$ cat src/rtl/traffic_pkg.sv
// Shared encodings for the country-road detector and the sig_control light controller.
package traffic_pkg;

    typedef enum logic [1:0] {
        RED    = 2'd0,
        YELLOW = 2'd1,
        GREEN  = 2'd2
    } light_e;

    localparam logic TRUE  = 1'b1;
    localparam logic FALSE = 1'b0;

    typedef enum logic [1:0] {
        LOW  = 2'd0,
        RISE = 2'd1,
        HIGH = 2'd2,
        FALL = 2'd3
    } db_state_e;

endpackage

$ cat src/rtl/car_detector_if.sv
// Sensor/light inputs and request/status outputs of the car detector.
interface car_detector_if #(
    parameter int CNT_W = 4
);
    logic             loop_raw;
    logic [1:0]       cntry;
    logic             X;
    logic             present;
    logic [CNT_W-1:0] car_count;
    logic             overflow;

    modport master (
        output loop_raw, cntry,
        input  X, present, car_count, overflow
    );

    modport slave (
        input  loop_raw, cntry,
        output X, present, car_count, overflow
    );
endinterface

$ cat src/rtl/sig_debounce.sv
// Two-flop synchronizer plus LOW/RISE/HIGH/FALL debounce FSM for the loop sensor.
module sig_debounce
    import traffic_pkg::*;
#(
    parameter int DEBOUNCE = 4
) (
    input  logic clock,
    input  logic clear_n,
    input  logic loop_raw,
    output logic present,
    output logic rise,
    output logic fall
);
    localparam int SW = $clog2(DEBOUNCE + 1);
    localparam logic [SW-1:0] DB_LAST = SW'(DEBOUNCE);

    logic          s1_q, s2_q;
    db_state_e     state_q, state_d;
    logic [SW-1:0] cnt_q, cnt_d;
    logic          present_q, present_d;

    always_ff @(posedge clock) begin
        if (!clear_n) begin
            s1_q      <= FALSE;
            s2_q      <= FALSE;
            state_q   <= LOW;
            cnt_q     <= '0;
            present_q <= FALSE;
        end else begin
            s1_q      <= loop_raw;
            s2_q      <= s1_q;
            state_q   <= state_d;
            cnt_q     <= cnt_d;
            present_q <= present_d;
        end
    end

    always_comb begin
        state_d   = state_q;
        cnt_d     = cnt_q;
        present_d = present_q;
        unique case (state_q)
            LOW, HIGH: begin
                if (s2_q != present_q) begin
                    // A single-cycle debounce accepts the change immediately.
                    if (DEBOUNCE == 1) begin
                        present_d = ~present_q;
                        state_d   = (state_q == LOW) ? HIGH : LOW;
                        cnt_d     = '0;
                    end else begin
                        state_d = (state_q == LOW) ? RISE : FALL;
                        cnt_d   = SW'(1);
                    end
                end
            end
            RISE, FALL: begin
                if (s2_q == present_q) begin
                    state_d = (state_q == RISE) ? LOW : HIGH;
                    cnt_d   = '0;
                end else if (cnt_q + SW'(1) == DB_LAST) begin
                    present_d = ~present_q;
                    state_d   = (state_q == RISE) ? HIGH : LOW;
                    cnt_d     = '0;
                end else begin
                    cnt_d = cnt_q + SW'(1);
                end
            end
            default: begin
                state_d = LOW;
                cnt_d   = '0;
            end
        endcase
    end

    // Strobes lead the registered presence so the queue updates on the same edge.
    assign rise    = present_d & ~present_q;
    assign fall    = ~present_d & present_q;
    assign present = present_q;
endmodule

$ cat src/rtl/car_detector.sv
// Queue counter, gap-timeout flush and sticky overflow feeding the car-waiting request X.
module car_detector
    import traffic_pkg::*;
#(
    parameter int DEBOUNCE = 4,
    parameter int GAP      = 8,
    parameter int CNT_W    = 4
) (
    input  logic          clock,
    input  logic          clear_n,
    car_detector_if.slave bus
);
    localparam int GW = $clog2(GAP + 1);
    localparam logic [GW-1:0]    GAP_LAST = GW'(GAP);
    localparam logic [CNT_W-1:0] CNT_MAX  = '1;

    logic             present, rise, fall;
    logic             is_green, flush;
    logic [GW-1:0]    gap_q, gap_d;
    logic [CNT_W-1:0] count_q, count_d;
    logic             ovf_q, ovf_d;

    sig_debounce #(.DEBOUNCE(DEBOUNCE)) u_debounce (
        .clock    (clock),
        .clear_n  (clear_n),
        .loop_raw (bus.loop_raw),
        .present  (present),
        .rise     (rise),
        .fall     (fall)
    );

    // Code 3 is not a valid light and is treated like any non-GREEN code.
    assign is_green = (bus.cntry == GREEN);

    always_ff @(posedge clock) begin
        if (!clear_n) begin
            gap_q   <= '0;
            count_q <= '0;
            ovf_q   <= FALSE;
        end else begin
            gap_q   <= gap_d;
            count_q <= count_d;
            ovf_q   <= ovf_d;
        end
    end

    always_comb begin
        gap_d   = gap_q;
        count_d = count_q;
        ovf_d   = ovf_q;
        flush   = FALSE;

        if (present || !is_green) begin
            gap_d = '0;
        end else if (gap_q + GW'(1) == GAP_LAST) begin
            gap_d = '0;
            flush = TRUE;
        end else begin
            gap_d = gap_q + GW'(1);
        end

        // Flush first so a same-cycle arrival leaves exactly one car queued.
        if (flush) count_d = '0;

        if (rise) begin
            if (count_d == CNT_MAX) ovf_d = TRUE;
            else                    count_d = count_d + CNT_W'(1);
        end else if (fall && is_green && (count_d != '0)) begin
            count_d = count_d - CNT_W'(1);
        end
    end

    assign bus.X         = (count_q != '0);
    assign bus.present   = present;
    assign bus.car_count = count_q;
    assign bus.overflow  = ovf_q;
endmodule
$ cat src/flat_wrapper.sv
// flat-port wrapper written by rule: the top's interface ports become plain ports
module car_detector_flat import traffic_pkg::*;
#(
    parameter int DEBOUNCE = 4,
    parameter int GAP      = 8,
    parameter int CNT_W    = 4
)
  (clock, clear_n, bus_loop_raw, bus_cntry, bus_X, bus_present, bus_car_count, bus_overflow);
  car_detector_if #(.CNT_W(CNT_W)) bus_i ();
  input  logic clock;
  input  logic clear_n;
  input wire logic [$bits(bus_i.loop_raw)-1:0] bus_loop_raw;
  input wire logic [$bits(bus_i.cntry)-1:0] bus_cntry;
  output wire logic [$bits(bus_i.X)-1:0] bus_X;
  output wire logic [$bits(bus_i.present)-1:0] bus_present;
  output wire logic [$bits(bus_i.car_count)-1:0] bus_car_count;
  output wire logic [$bits(bus_i.overflow)-1:0] bus_overflow;
  assign bus_i.loop_raw = bus_loop_raw;
  assign bus_i.cntry = bus_cntry;
  assign bus_X = bus_i.X;
  assign bus_present = bus_i.present;
  assign bus_car_count = bus_i.car_count;
  assign bus_overflow = bus_i.overflow;
  car_detector #(.DEBOUNCE(DEBOUNCE), .GAP(GAP), .CNT_W(CNT_W)) u_core (.clock(clock), .clear_n(clear_n), .bus(bus_i));
endmodule
$ cat config.mk
export PLATFORM = sky130hd
export DESIGN_NAME = car_detector_flat
export DESIGN_NICKNAME = d
export VERILOG_FILES = /design/src/rtl/traffic_pkg.sv /design/src/rtl/car_detector_if.sv /design/src/rtl/sig_debounce.sv /design/src/rtl/car_detector.sv /design/src/flat_wrapper.sv
export SDC_FILE = /design/constraint.sdc
export NUM_CORES = 1
export LEC_CHECK = 0
export BUFFER_PORTS_ARGS = -buffer_cell sky130_fd_sc_hd__buf_2
export CAP_MARGIN = 15
export CORE_MARGIN = 2
export CORE_UTILIZATION = 55
export CTS_CLUSTER_DIAMETER = 150
export DETAILED_ROUTE_END_ITERATION = 7
export PLACE_DENSITY_LB_ADDON = 0.25
export SLEW_MARGIN = 20
export SYNTH_ARGS = -nofsm -noshare
export SYNTH_HDL_FRONTEND = slang
export SYNTH_SLANG_ARGS = --single-unit
$ cat constraint.sdc
create_clock -name clock -period 2.9 [get_ports clock]
set_input_delay 0.435 -clock clock [delete_from_list [all_inputs] [get_ports clock]]
set_output_delay 0.435 -clock clock [all_outputs]
set_load 0.05 [all_outputs]
* Yosys cells after proc, flatten, opt, wreduce, memory -nomap -nowiden
Index checks and enable logic that the tools add are counted.
** Operators by class
- $add $sub $neg :: 4
- Multiply operators :: 0
- Div/mod/pow operators :: 0
- Order comparisons :: 0
- Equality and inequality tests :: 11
- Shift operators :: 0
- Mux-type cells :: 20
- Bitwise gates (word level) :: 5
- Reduce and logical (&&, ||, !) cells :: 12
** Operator list (number)
- 4-bit two-way mux :: 4
- 2-bit two-way mux :: 6
- 3-bit two-way mux :: 3
- 4-bit by 1-bit adder with 4-bit output, second input constant :: 2
- 4-bit == test, second input constant :: 2
- 4-bit nonzero test :: 2
- 2-bit == test, second input constant :: 3
- 3-bit case mux with 2 select lines :: 1
- 1-bit two-way mux :: 5
- 2-bit case mux with 2 select lines :: 1
- 2-bit AND reduction :: 2
- 2-bit OR reduction :: 2
- 4-bit by 1-bit subtractor with 4-bit output, second input constant :: 1
- 3-bit by 1-bit adder with 3-bit output, second input constant :: 1
- 3-bit == test, second input constant :: 1
- 3-bit inequality test, second input constant :: 1
- 1-bit inverter :: 3
- 3-bit OR reduction :: 1
- 1-bit bitwise AND :: 2
- 2-bit by 1-bit == test with 1-bit output, second input constant :: 1
- 1-bit logical AND :: 2
- 2-bit zero test :: 1
- 2-bit inequality test, second input constant :: 1
- 1-bit == test :: 1
- other kinds (3) :: 3
** Word-level totals
- Register bits :: 17
- Bits in latches :: 0
- RAM bits :: 0
- Bits in read-only memories :: 0
- Logic and storage cells :: 60
- Memories :: 0

* Logic depth before layout (Yosys ltp)
Gate-level depths: netlist of the first run.
- Word-level depth :: 11
- Mapped depth :: 10
- Depth with buffers taken out :: 10

* Hierarchy
A second synthesis of the first run with hierarchy kept.
** Second synthesis, totals
- Cell total of the unflattened synthesis :: 108
- Area, all modules :: 973.4 sq um
** Modules (own cells, without submodules)
- car_detector :: times used 1, cells each 76, area each 656.9 sq um, seq. area each 180.2 sq um
- sig_debounce :: times used 1, cells each 32, area each 316.6 sq um, seq. area each 140.1 sq um

* Worst setup path before layout of the first run
OpenSTA, ideal clock, no wires.
- Path kind :: reg2reg
- Start :: register u_core.u_debounce.present_q (netlist: u_core.u_debounce.present)
- End :: register u_core.count_q[1] (netlist: u_core.bus.car_count[1])
- Arrival :: 2.092 ns
- Data required time :: 2.768 ns
- Setup slack :: 0.676 ns
- Cell stages (with the launch flop) :: 10
- Clock period less this slack :: 2.224 ns
- Path through :: dfxtp_1 -> nor3b_2 -> o211ai_4 -> nand2_1 -> inv_1 -> ha_1 -> and3_1 -> and3_4 -> o311ai_1 -> a31oi_1
** Between the ends
- Cells in the longest elaborated chain, start to end :: 10
- Elaborated cells on any way between the ends :: 20
- Those cells by class :: add/sub: 2; eq/ne: 2; mux: 8; bitwise: 4; reduce/logical: 4
** RTL lines
- start, declared :: RTL line sig_debounce.sv:20 : logic present_q, present_d;
- start signal, assigned :: RTL line sig_debounce.sv:34 : present_q <= present_d;
- parallel branches: the longest is 9 deep, another holds 4-bit by 1-bit subtractor with 4-bit output
- 4-bit two-way mux (*) :: RTL line car_detector.sv:65 : if (rise) begin
- end signal, assigned :: RTL line car_detector.sv:42 : count_q <= count_d;
- end, declared :: RTL line car_detector.sv:20 : logic [CNT_W-1:0] count_q, count_d;
Mark *: on every way between the ends.
A chain may end at the register's enable or synchronous reset.

* Final worst setup path of the first run
- Start :: register u_core.gap_q[0]
- End :: register u_core.count_q[1] (netlist: u_core.bus.car_count[1])
** Between the ends
- Cells in the longest elaborated chain, start to end :: 9
- Elaborated cells on any way between the ends :: 13
- Those cells by class :: add/sub: 3; eq/ne: 2; mux: 6; reduce/logical: 2
** RTL lines
- start, declared :: RTL line car_detector.sv:19 : logic [GW-1:0] gap_q, gap_d;
- start signal, assigned :: RTL line car_detector.sv:41 : gap_q <= gap_d;
- 4-bit by 1-bit adder with 4-bit output (*) :: RTL line car_detector.sv:55 : end else if (gap_q + GW'(1) == GAP_LAST) begin
- 4-bit == test (*) :: RTL line car_detector.sv:55
- 1-bit two-way mux (*) :: RTL line car_detector.sv:55
- 1-bit two-way mux (*) :: RTL line car_detector.sv:53 : if (present || !is_green) begin
- 4-bit two-way mux (*) :: RTL line car_detector.sv:63 : if (flush) count_d = '0;
- parallel branches: the longest is 3 deep, another holds 4-bit by 1-bit subtractor with 4-bit output
- 4-bit two-way mux (*) :: RTL line car_detector.sv:65
Marked as above.

==> results.md, run 1 <==
* Fmax at 432 MHz
* R2R Path End: u_core.bus.car_count[1]$_SDFF_PN0_
* Crit-path most repeated cell: ha_1
* Slew HR at 55.6%
* Vias per Instance at 6.12
* Total iterations of the first detailed-routing run at 4
* Most common flop cell mapped by yosys: dfxtp_1
* DRC viols at 0
* Syn Inst Count at 103
* Final GP Congestion at 0.799
* DRT iter0 DRCs at 27
* Status: finished, final reports clean
* Period utilization at 79.8%
* Bufs on Longest Clock Path at 2
* Die Ht at 45.5 microns
* Largest net degree at the start of global routing at 11
* Global-route usage over all layers at 20.2%
* Met1 Track Usage GR at 26.1%
* CTS tree: yes
* PostCTS Resize Cnt at 0
* Pre-CTS setup slack at 561 ps
* Fin nets at 127
* RSZ-0062 raised after global routing: false
* Hold Vio Cnt, Final at 0
* TritonCTS buffer count at 3
* Setup bufs post-CTS at 0
* Share of the synthesized area in the top cell type at 33.8%
* WL per Instance at 14.1 microns
* Die X at 45.5 microns
* Critical path buffers and inverters at 1
* Reg2Reg Depth at 10
* Placement Rows at 14
* Final setup fails at 0
* Gr busiest metal: met2
* Cell variety after synth at 46
* Ys async rst share at 0%
* Most common cell in the netlist: dfxtp_1
* Starting density of the core at 60.8%
* H-tree depth at 1
* Maxcap violations at 0
* Final wirelength at 1860 microns
* Synth area leader: dfxtp_1
* Clock sink total at 16
* VDD IR-drop max at 309 uV
* Synth Net Count at 113
* Leak Pwr at 0.489 nW
* Kind of critical path: flip-flop to flip-flop
* Cell Count Post-Placement at 128
* Reg2reg setup slack at 590 ps
* Synth area leaders: dfxtp_1 (34%), ha_1 (6.6%), nand2_1 (4.4%)
* Hold Crit Class: primary input to flip-flop
* Vias in the first global route at 735
* Final HPWL DP at 1430 microns
* Total grt overflow at 0
* CP endpoint: u_core.bus.car_count[1]$_SDFF_PN0_
* Slowest CP cell: dfxtp_1
* Critical Path Fanout Max at 9
* IO Port Bufs at 11
* Crit path DAT at 2480 ps
* EDFF count, synth at 0
* RR Startpoint: u_core.gap_q[0]$_SDFF_PP0_
* Met2 Use GR at 33.5%
* Die ar. at 0.00207 sq mm
* Synth Register Bits at 16
* GRT met3 Usage at 2.38%
* Clk_lat worst skew at 280 ps
* Mapped cell area at 947 sq um
* Yosys synthesis warning count at 0
* Peak per-stage delay on the critical path at 410 ps
* Max Transition Viols Final at 0
* First-pass GRT wire length at 3060 microns
* Crit path required time at 3070 ps
* Worst setup SP type: flip-flop
* DR vias at 808
* Filler cells at 130
* Initial antenna violation count at 0
* Final setup margin at 586 ps
* PnR Total Power at 0.388 mW
* ANT cells at 0
* Worst-path cell chain: ha_1, and2_1, o211ai_4, nand2_1, inv_1, ha_1, and3_1, and3_4, o311ai_1, a31oi_1
* Crit path max-delay family: simple AND/OR/NAND/NOR gates
* Final Instance Count excl. Fillers at 132
* Worst path depth at 10
* P&R area growth vs syn at 10.6%
* Register area share after synthesis at 33.8%
* Tmin final at 2310 ps
* Worst Skew at 5.01 ps
* Post-route setup TNS at 0 ps
* Cell Pwr Density at 371 mW/mm^2
* Post-route ant nets at 0
* Worst Max-Slew Pin Slew at 664 ps
* Hold Crit Depth at 2
* Setup crit end kind: flip-flop
* Crit path launch: u_core.gap_q[0]$_SDFF_PP0_
* Hold buffer count at cts at 0
* Core Area at 0.00156 sq mm
* Layout cell share with drive strength beyond 1 at 21.6%
* Syn avg cell area at 9.20 sq um
* # IOs at 12
* Root buffer cell: clkbuf_4
* Clock transition at path regs at 100 ps
* List of most frequent post-synthesis cells: dfxtp_1 (16), nand2_1 (11), nor2_1 (8), inv_1 (6), ha_1 (5)
## cell type report
cell class | instances | area, sq um | share of cell area, %
Clock buffer | 4 | 36.3 | 3.46
Inverter | 6 | 22.5 | 2.15
Multi-Input combinational cell | 79 | 593 | 56.6
Sequential cell | 16 | 320 | 30.6
Tap cell | 16 | 20.0 | 1.91
Timing Repair Buffer | 11 | 55.1 | 5.26
## where the power goes
part           internal (mW)  switching [mW]  total (mW)
logic                0.00732         0.00868      0.0160
registers              0.223         0.00342       0.226
clock network         0.0764          0.0698       0.146
## cells in the final DEF (no fill, tap or decap), types with 2 or more instances in the layout
master | netlist | routed
buf_2 | 0 | 11
o21a_1 | 3 | 3
nand4_1 | 2 | 2
o211a_1 | 2 | 2
nand3b_1 | 2 | 2
mux2i_1 | 2 | 2
inv_1 | 6 | 6
and3_1 | 2 | 2
dfxtp_1 | 16 | 16
nand3_1 | 2 | 2
ha_1 | 5 | 5
a31oi_1 | 2 | 2
nand2_1 | 11 | 11
a21oi_1 | 4 | 4
xor2_1 | 2 | 2
clkbuf_4 | 0 | 3
and2_1 | 4 | 4
nor2_1 | 8 | 8
## logic make-up (layout without fill, tap and decap cells)
family	count (synthesis)	count (layout)	synth area share, %
AOI/OAI and AO/OA	24	24	21.3
xor gates and xnor gates	4	4	4.49
adders and majority gates	5	5	6.61
buffers and inverters	8	21	3.57
DFF	16	16	33.8
muxes	2	2	2.11
and+or+nand+nor	44	44	28.1
## per-layer routing
layer	vias to the layer above	part of all wire, %
met1	383	49
met2	21	47
met4	0	0.75
li1	402	-
met5	-	0
met3	2	3.9
## registers in the layout, summed over array words and instances, names as in the netlist
register,flops
u_core.bus.car_count,4
u_core.bus.overflow,1
u_core.u_debounce.state_q,1
u_core.u_debounce.cnt_q,3
u_core.u_debounce.present,1
u_core.u_debounce.s1_q,1
u_core.u_debounce.s2_q,1
u_core.gap_q,4
## stage by stage
stage	hold slack [ps]	utilization [%]	cell area, sq um
2_1_floorplan	412	-	947
3_3_place_gp	427	64.8	1010
3_5_place_dp	435	64.8	1010
4_1_cts	353	67.2	1050
5_1_grt	359	67.2	1050
6_report	357	67.2	1050
## how the worst min path moves through the flow
stage	startpoint	to	slack, ps
floorplan	u_core.u_debounce.s1_q$_SDFF_PN0_	u_core.u_debounce.s2_q$_SDFF_PN0_	410
global placement	u_core.u_debounce.s1_q$_SDFF_PN0_	u_core.u_debounce.s2_q$_SDFF_PN0_	430
detailed placement	u_core.u_debounce.s1_q$_SDFF_PN0_	u_core.u_debounce.s2_q$_SDFF_PN0_	430
CTS	bus_loop_raw	u_core.u_debounce.s1_q$_SDFF_PN0_	350
global route	bus_loop_raw	u_core.u_debounce.s1_q$_SDFF_PN0_	360
finish	bus_loop_raw	u_core.u_debounce.s1_q$_SDFF_PN0_	360
Power figures use the tool's default switching activity.
==> run 2, diff against run 1 <==
Clock period 2.9 ns to 2.32 ns, I/O delays scaled along.
==> results.md, run 2 (synthesized netlist as in run 1, its figures left out) <==
* Initial antenna violation count at 0 (unchanged)
* Seq pwr share at 57.8% (-0.4 points)
* Sw Share at 21.4% (+0.30 points)
* Total grt overflow at 0 (unchanged)
* Comb power frac at 4.4% (+0.3 points)
* Cell Area, Placed at 0.00103 sq mm (+1.5%)
* Crit path DAT at 2340 ps (-140 ps)
* Worst Max-Slew Pin Slew at 299 ps (-365 ps)
* Layout cell share with drive strength beyond 1 at 26.7% (+5.1 points)
* Total iterations of the first detailed-routing run at 4 (unchanged)
* Core Area at 0.00156 sq mm (unchanged)
* Int Power at 0.384 mW (+25%)
* Clock transition at path regs at 100 ps (about the same)
* Critical path buffers and inverters at 1 (unchanged)
* Max Transition Viols Final at 0 (unchanged)
* Largest net degree at the start of global routing at 11 (unchanged)
* Global-route usage over all layers at 22.3% (+2.1 points)
* DRT iter0 DRCs at 25 (-7.4%)
* Met1 Track Usage GR at 28.0% (+1.9 points)
* RSZ-0062 raised after global routing: false
* Fmax at 460 MHz (+6.4%)
* Clock sink total at 16 (unchanged)
* IO Port Bufs at 11 (unchanged)
* Gr busiest metal: met2
* ANT cells at 0 (unchanged)
* TritonCTS buffer count at 3 (unchanged)
* Filler cells at 124 (-4.6%)
* Die Ht at 45.5 microns (unchanged)
* H-tree depth at 1 (unchanged)
* Final GP Congestion at 0.801 (+0.20%)
* Worst-path cell chain: ha_1, and2_4, o211ai_4, nand2_1, inv_1, ha_1, and3_1, and3_4, o311ai_1, a31oi_1
* Most common cell after layout, fill and taps aside: dfxtp_1
* Worst setup SP type: flip-flop
* Multi-input logic area at 598 sq um (+0.84%)
* GRT met3 Usage at 3.57% (+1.2 points)
* Cell Pwr Density at 451 mW/mm^2 (+22%)
* Period utilization at 93.7% (+14 points)
* Crit-path most repeated cell: ha_1
* Critical Path Fanout Max at 4 (-5)
* Fin area at 0.00108 sq mm (+3.5%)
* Commonest cells after routing, fill and taps aside: dfxtp_1 (15), buf_2 (11), nand2_1 (10), nor2_1 (8), inv_1 (6)
* Slew HR at 79.8% (+24 points)
* Clock network power share at 37.9% (+0.2 points)
* Peak per-stage delay on the critical path at 370 ps (-40 ps)
* Die ar. at 0.00207 sq mm (unchanged)
* VDD IR-drop max at 438 uV (+42%)
* Die X at 45.5 microns (unchanged)
* Crit path required time at 2490 ps (-580 ps)
* Status: finished, final reports clean
* Placement Rows at 14 (unchanged)
* Maxcap violations at 0 (unchanged)
* Setup crit end kind: flip-flop
* Sw power at 0.104 mW (+28%)
* WL per Instance at 14.8 microns (+5.0%)
* DR vias at 824 (+2.0%)
* Bufs on Longest Clock Path at 2 (unchanged)
* # IOs at 12 (unchanged)
* CTS tree: yes
* Starting density of the core at 60.8% (unchanged)
* Kind of critical path: flip-flop to flip-flop
* Post-route ant nets at 0 (unchanged)
* First-pass GRT wire length at 3340 microns (+9.0%)
* Worst Skew at 5.64 ps (+0.625 ps)
* Crit path max-delay family: simple AND/OR/NAND/NOR gates
* Hold Vio Cnt, Final at 0 (unchanged)
* Root buffer cell: clkbuf_4
* Vias in the first global route at 797 (+8.4%)
* Final wirelength at 2020 microns (+8.2%)
* Final HPWL DP at 1580 microns (+10%)
* Post-route setup TNS at 0 ps (unchanged)
* Register Area at 322 sq um (+0.39%)
* Leak Pwr at 0.511 nW (+4.4%)
* Vias per Instance at 6.06 (-1.0%)
* Hold Crit Class: primary input to flip-flop
* Final setup fails at 0 (unchanged)
* DRC viols at 0 (unchanged)
* Clk_lat worst skew at 290 ps (about the same)
* Tmin final at 2170 ps (-139 ps)
* Slowest CP cell: dfxtp_2
* Fin nets at 131 (+3.1%)
* Hold buffer count at cts at 0 (unchanged)
* P&R area growth vs syn at 14.4%
* Met2 Use GR at 36.9% (+3.4 points)
==> run 2: changes by cell type in the layout (fill, tap and decap cells not counted), sizes merged <==
cell,before,now
buf,11,15
==> run 2: path summary, 6_finish.rpt <==
kind	startpoint	endpoint	slack (ps)	cells after the start
max	u_core.gap_q[1]$_SDFF_PP0_	u_core.bus.car_count[1]$_SDFF_PN0_	150	10
min	bus_loop_raw	u_core.u_debounce.s1_q$_SDFF_PN0_	270	2
max reg2reg	u_core.gap_q[1]$_SDFF_PP0_	u_core.bus.car_count[1]$_SDFF_PN0_	150	10
min reg2reg	u_core.u_debounce.s1_q$_SDFF_PN0_	u_core.u_debounce.s2_q$_SDFF_PN0_	450	1
==> run 2: cell type report <==
type / instances / area share (%)
clock buffers: 4 / 3.35
inverters: 6 / 2.08
multi-input cells: 79 / 55.2
flip-flops and latches: 16 / 29.7
well taps: 16 / 1.85
repair buffers: 15 / 7.85
==> run 2: timing repair <==
item	CTS	global route
pin swaps	0	1
setup endpoints to repair	1	2
buffers inserted	0	2
resized for setup	1	2
hold endpoints to repair	0	0
==> run 2: layer usage <==
layer / share of wire [%] / wire length, microns
met5: 0 / 0
met2: 47 / 938
met1: 48 / 972
met3: 4.0 / 81
met4: 1.1 / 23
==> run 2: metrics by stage <==
step | setup slack [ps] | instances | power, mW | utilization [%] | hold slack, ps
floorplan | 96.4 | 103 | 0.302 | - | 412
global placement | 130 | 130 | 0.309 | 65.8 | 426
detailed placement | 9.81 | 130 | 0.310 | 65.8 | 423
CTS | 42.9 | 134 | 0.492 | 68.2 | 278
global route | 45.9 | 136 | 0.504 | 69.5 | 270
finish | 145 | 136 | 0.488 | 69.5 | 273
==> run 2: worst reg2reg max path, stage by stage, from the launching register on <==
cell and delay [ps]:
dfxtp_2 370, ha_1 180, and2_4 160, o211ai_4 90, nand2_1 120, inv_1 50
ha_1 230, and3_1 220, and3_4 190, o311ai_1 310, a31oi_1 120
==> run 2: power groups by stage <==
stage	Combinational [mW]	Sequential (mW)	Clock, mW
after floorplan	0.0136	0.288	0
after global placement	0.0207	0.288	0
after detailed placement	0.0215	0.288	0
after CTS	0.0216	0.282	0.188
after global routing	0.0239	0.283	0.197
final	0.0214	0.282	0.185
==> run 3, diff against run 2 <==
--- a/config.mk
+++ b/config.mk
@@ -9,4 +9,6 @@
 export CAP_MARGIN = 15
+export CELL_PAD_IN_SITES_DETAIL_PLACEMENT = 0
+export CELL_PAD_IN_SITES_GLOBAL_PLACEMENT = 1
 export CORE_MARGIN = 2
-export CORE_UTILIZATION = 55
+export CORE_UTILIZATION = 42
 export CTS_CLUSTER_DIAMETER = 150
--- a/constraint.sdc
+++ b/constraint.sdc
@@ -3,2 +3,2 @@
 set_output_delay 0.348 -clock clock [all_outputs]
-set_load 0.05 [all_outputs]
+set_load 0.01 [all_outputs]
==> results.md, run 3 (synthesized netlist as in run 1, its figures left out) <==
* Met2 Use GR at 26.5% (-10 points)
* Comb power frac at 4.8% (+0.4 points)
* Gr busiest metal: met2
* Cell Pwr Density at 401 mW/mm^2 (-11%)
* Maxcap violations at 0 (unchanged)
* Layout cell share with drive strength beyond 1 at 29.8% (+3.1 points)
* H-tree depth at 1 (unchanged)
* CTS tree: yes
* Slew HR at 82.2% (+2.4 points)
* Global-route usage over all layers at 16.7% (-5.6 points)
* Critical Path Fanout Max at 6 (+2)
* Multi-input logic area at 616 sq um (+2.9%)
* Largest net degree at the start of global routing at 11 (unchanged)
* Clock sink total at 16 (unchanged)
* Total iterations of the first detailed-routing run at 4 (unchanged)
* ANT cells at 0 (unchanged)
* Fin nets at 133 (+1.5%)
* Die ar. at 0.00265 sq mm (+28%)
* Final HPWL DP at 1490 microns (-5.7%)
* Hold_sp: bus_loop_raw
* Vias per Instance at 5.45 (-10%)
* IO Port Bufs at 11 (unchanged)
* Starting density of the core at 43.7% (-17 points)
* Placement Rows at 17 (+3)
* Post-route setup TNS at 0 ps (unchanged)
* Met1 Track Usage GR at 21.9% (-6.1 points)
* Clk_lat worst skew at 280 ps (about the same)
* Bufs on Longest Clock Path at 2 (unchanged)
* Hold Vio Cnt, Final at 0 (unchanged)
* Fmax at 449 MHz (-2.3%)
* Period utilization at 95.9% (+2.2 points)
* Tmin final at 2230 ps (+50.7 ps)
* Final setup fails at 0 (unchanged)
* Max Transition Viols Final at 0 (unchanged)
* Clock transition at path regs at 100 ps (about the same)
* Vias in the first global route at 763 (-4.3%)
* P&R area growth vs syn at 18.0%
* Int Power at 0.349 mW (-9.2%)
* Register Area at 322 sq um (unchanged)
* Die X at 51.5 microns (+13%)
* Final Instance Count excl. Fillers at 149 (+9.6%)
* Setup crit end kind: flip-flop
* Leak Pwr at 0.511 nW (about the same)
* Most common cell after layout, fill and taps aside: dfxtp_1
* Final GP Congestion at 0.832 (+3.8%)
* Kind of critical path: flip-flop to flip-flop
* Post-route ant nets at 0 (unchanged)
* Layout Utilization at 51.5% (-18 points)
* Crit path DAT at 2370 ps (+30 ps)
* Hold buffer count at cts at 0 (unchanged)
* Cell Count Post-Placement at 143 (+10%)
* Clock network power share at 32.2% (-5.7 points)
* Crit path required time at 2470 ps (-20 ps)
* Commonest cells after routing, fill and taps aside: dfxtp_1 (15), buf_2 (11), nand2_1 (10), nor2_1 (8)
* TritonCTS buffer count at 3 (unchanged)
* WL per Instance at 13.3 microns (-10%)
* # IOs at 12 (unchanged)
* DRC viols at 0 (unchanged)
* GRT met3 Usage at 3.45% (-0.12 points)
* VDD IR-drop max at 264 uV (-40%)
* RSZ-0062 raised after global routing: false
* Worst Max-Slew Pin Slew at 267 ps (-31.5 ps)
* Die Ht at 51.5 microns (+13%)
* Status: finished, final reports clean
* Filler cells at 224 (+81%)
* DR vias at 812 (-1.5%)
* Crit path launch: u_core.gap_q[0]$_SDFF_PP0_
* DRT iter0 DRCs at 14 (-44%)
* Root buffer cell: clkbuf_4
* Total grt overflow at 0 (unchanged)
* Worst Skew at 8.19 ps (+2.55 ps)
* PnR Total Power at 0.448 mW (-8.3%)
* Cell Area, Placed at 0.00105 sq mm (+2.2%)
* Sw Share at 22.2% (+0.77 points)
* Seq pwr share at 63.0% (+5.2 points)
* First-pass GRT wire length at 3310 microns (-0.81%)
* Hold Crit Class: primary input to flip-flop
* Fin area at 0.00112 sq mm (+3.1%)
* Final wirelength at 1980 microns (-1.8%)
* Worst setup SP type: flip-flop
* Sw power at 0.0993 mW (-5.0%)
* RR Startpoint: u_core.gap_q[0]$_SDFF_PP0_
* Core Area at 0.00217 sq mm (+39%)
* Initial antenna violation count at 0 (unchanged)
==> run 3: metal layers <==
layer	vias to the layer above	wire, microns
met2	13	914
met3	4	48
met4	0	29
met1	383	987
li1	412	-
met5	-	0
==> run 3: power groups by stage <==
stage,registers (mW),logic (mW),clock network [mW]
finish,0.282,0.0215,0.144
CTS,0.282,0.0219,0.151
floorplan,0.288,0.0136,0
global route,0.283,0.0244,0.162
detailed placement,0.288,0.0218,0
global placement,0.288,0.0212,0
==> run 3: final timing paths <==
check | end | slack, ps | cells after the start
max reg2reg | u_core.bus.car_count[1]$_SDFF_PN0_ | 90 | 9
max | u_core.bus.car_count[1]$_SDFF_PN0_ | 90 | 9
min reg2reg | u_core.u_debounce.s2_q$_SDFF_PN0_ | 450 | 1
min | u_core.u_debounce.s1_q$_SDFF_PN0_ | 280 | 2
==> run 3: cell type report <==
class	count	area share, %
well taps	28	3.14
inverters	6	2.02
multi-input cells	79	55.1
clock buffers	3	2.02
flip-flops and latches	16	28.8
repair buffers	17	8.96
==> run 3: stage by stage <==
stage,hold slack [ps],setup slack (ps)
2_1_floorplan,412,227
3_3_place_gp,422,93.7
3_5_place_dp,428,-5.87
4_1_cts,275,47.4
5_1_grt,276,0.455
6_report,277,94.4
==> run 3: critical path: stages, from the launching register on <==
cell      delay [ps]
dfxtp_1          330
buf_4            140
and3b_1          190
o211ai_4         280
nand2_1          110
ha_1             230
or3b_1           220
a41oi_2          150
o311ai_2         310
a31oi_1          130
==> run 3: what timing repair did <==
item	CTS	global route
setup buffers	0	3
pin swaps	0	1
setup endpoints to repair	1	2
gates resized for setup	3	3
cloned	0	0
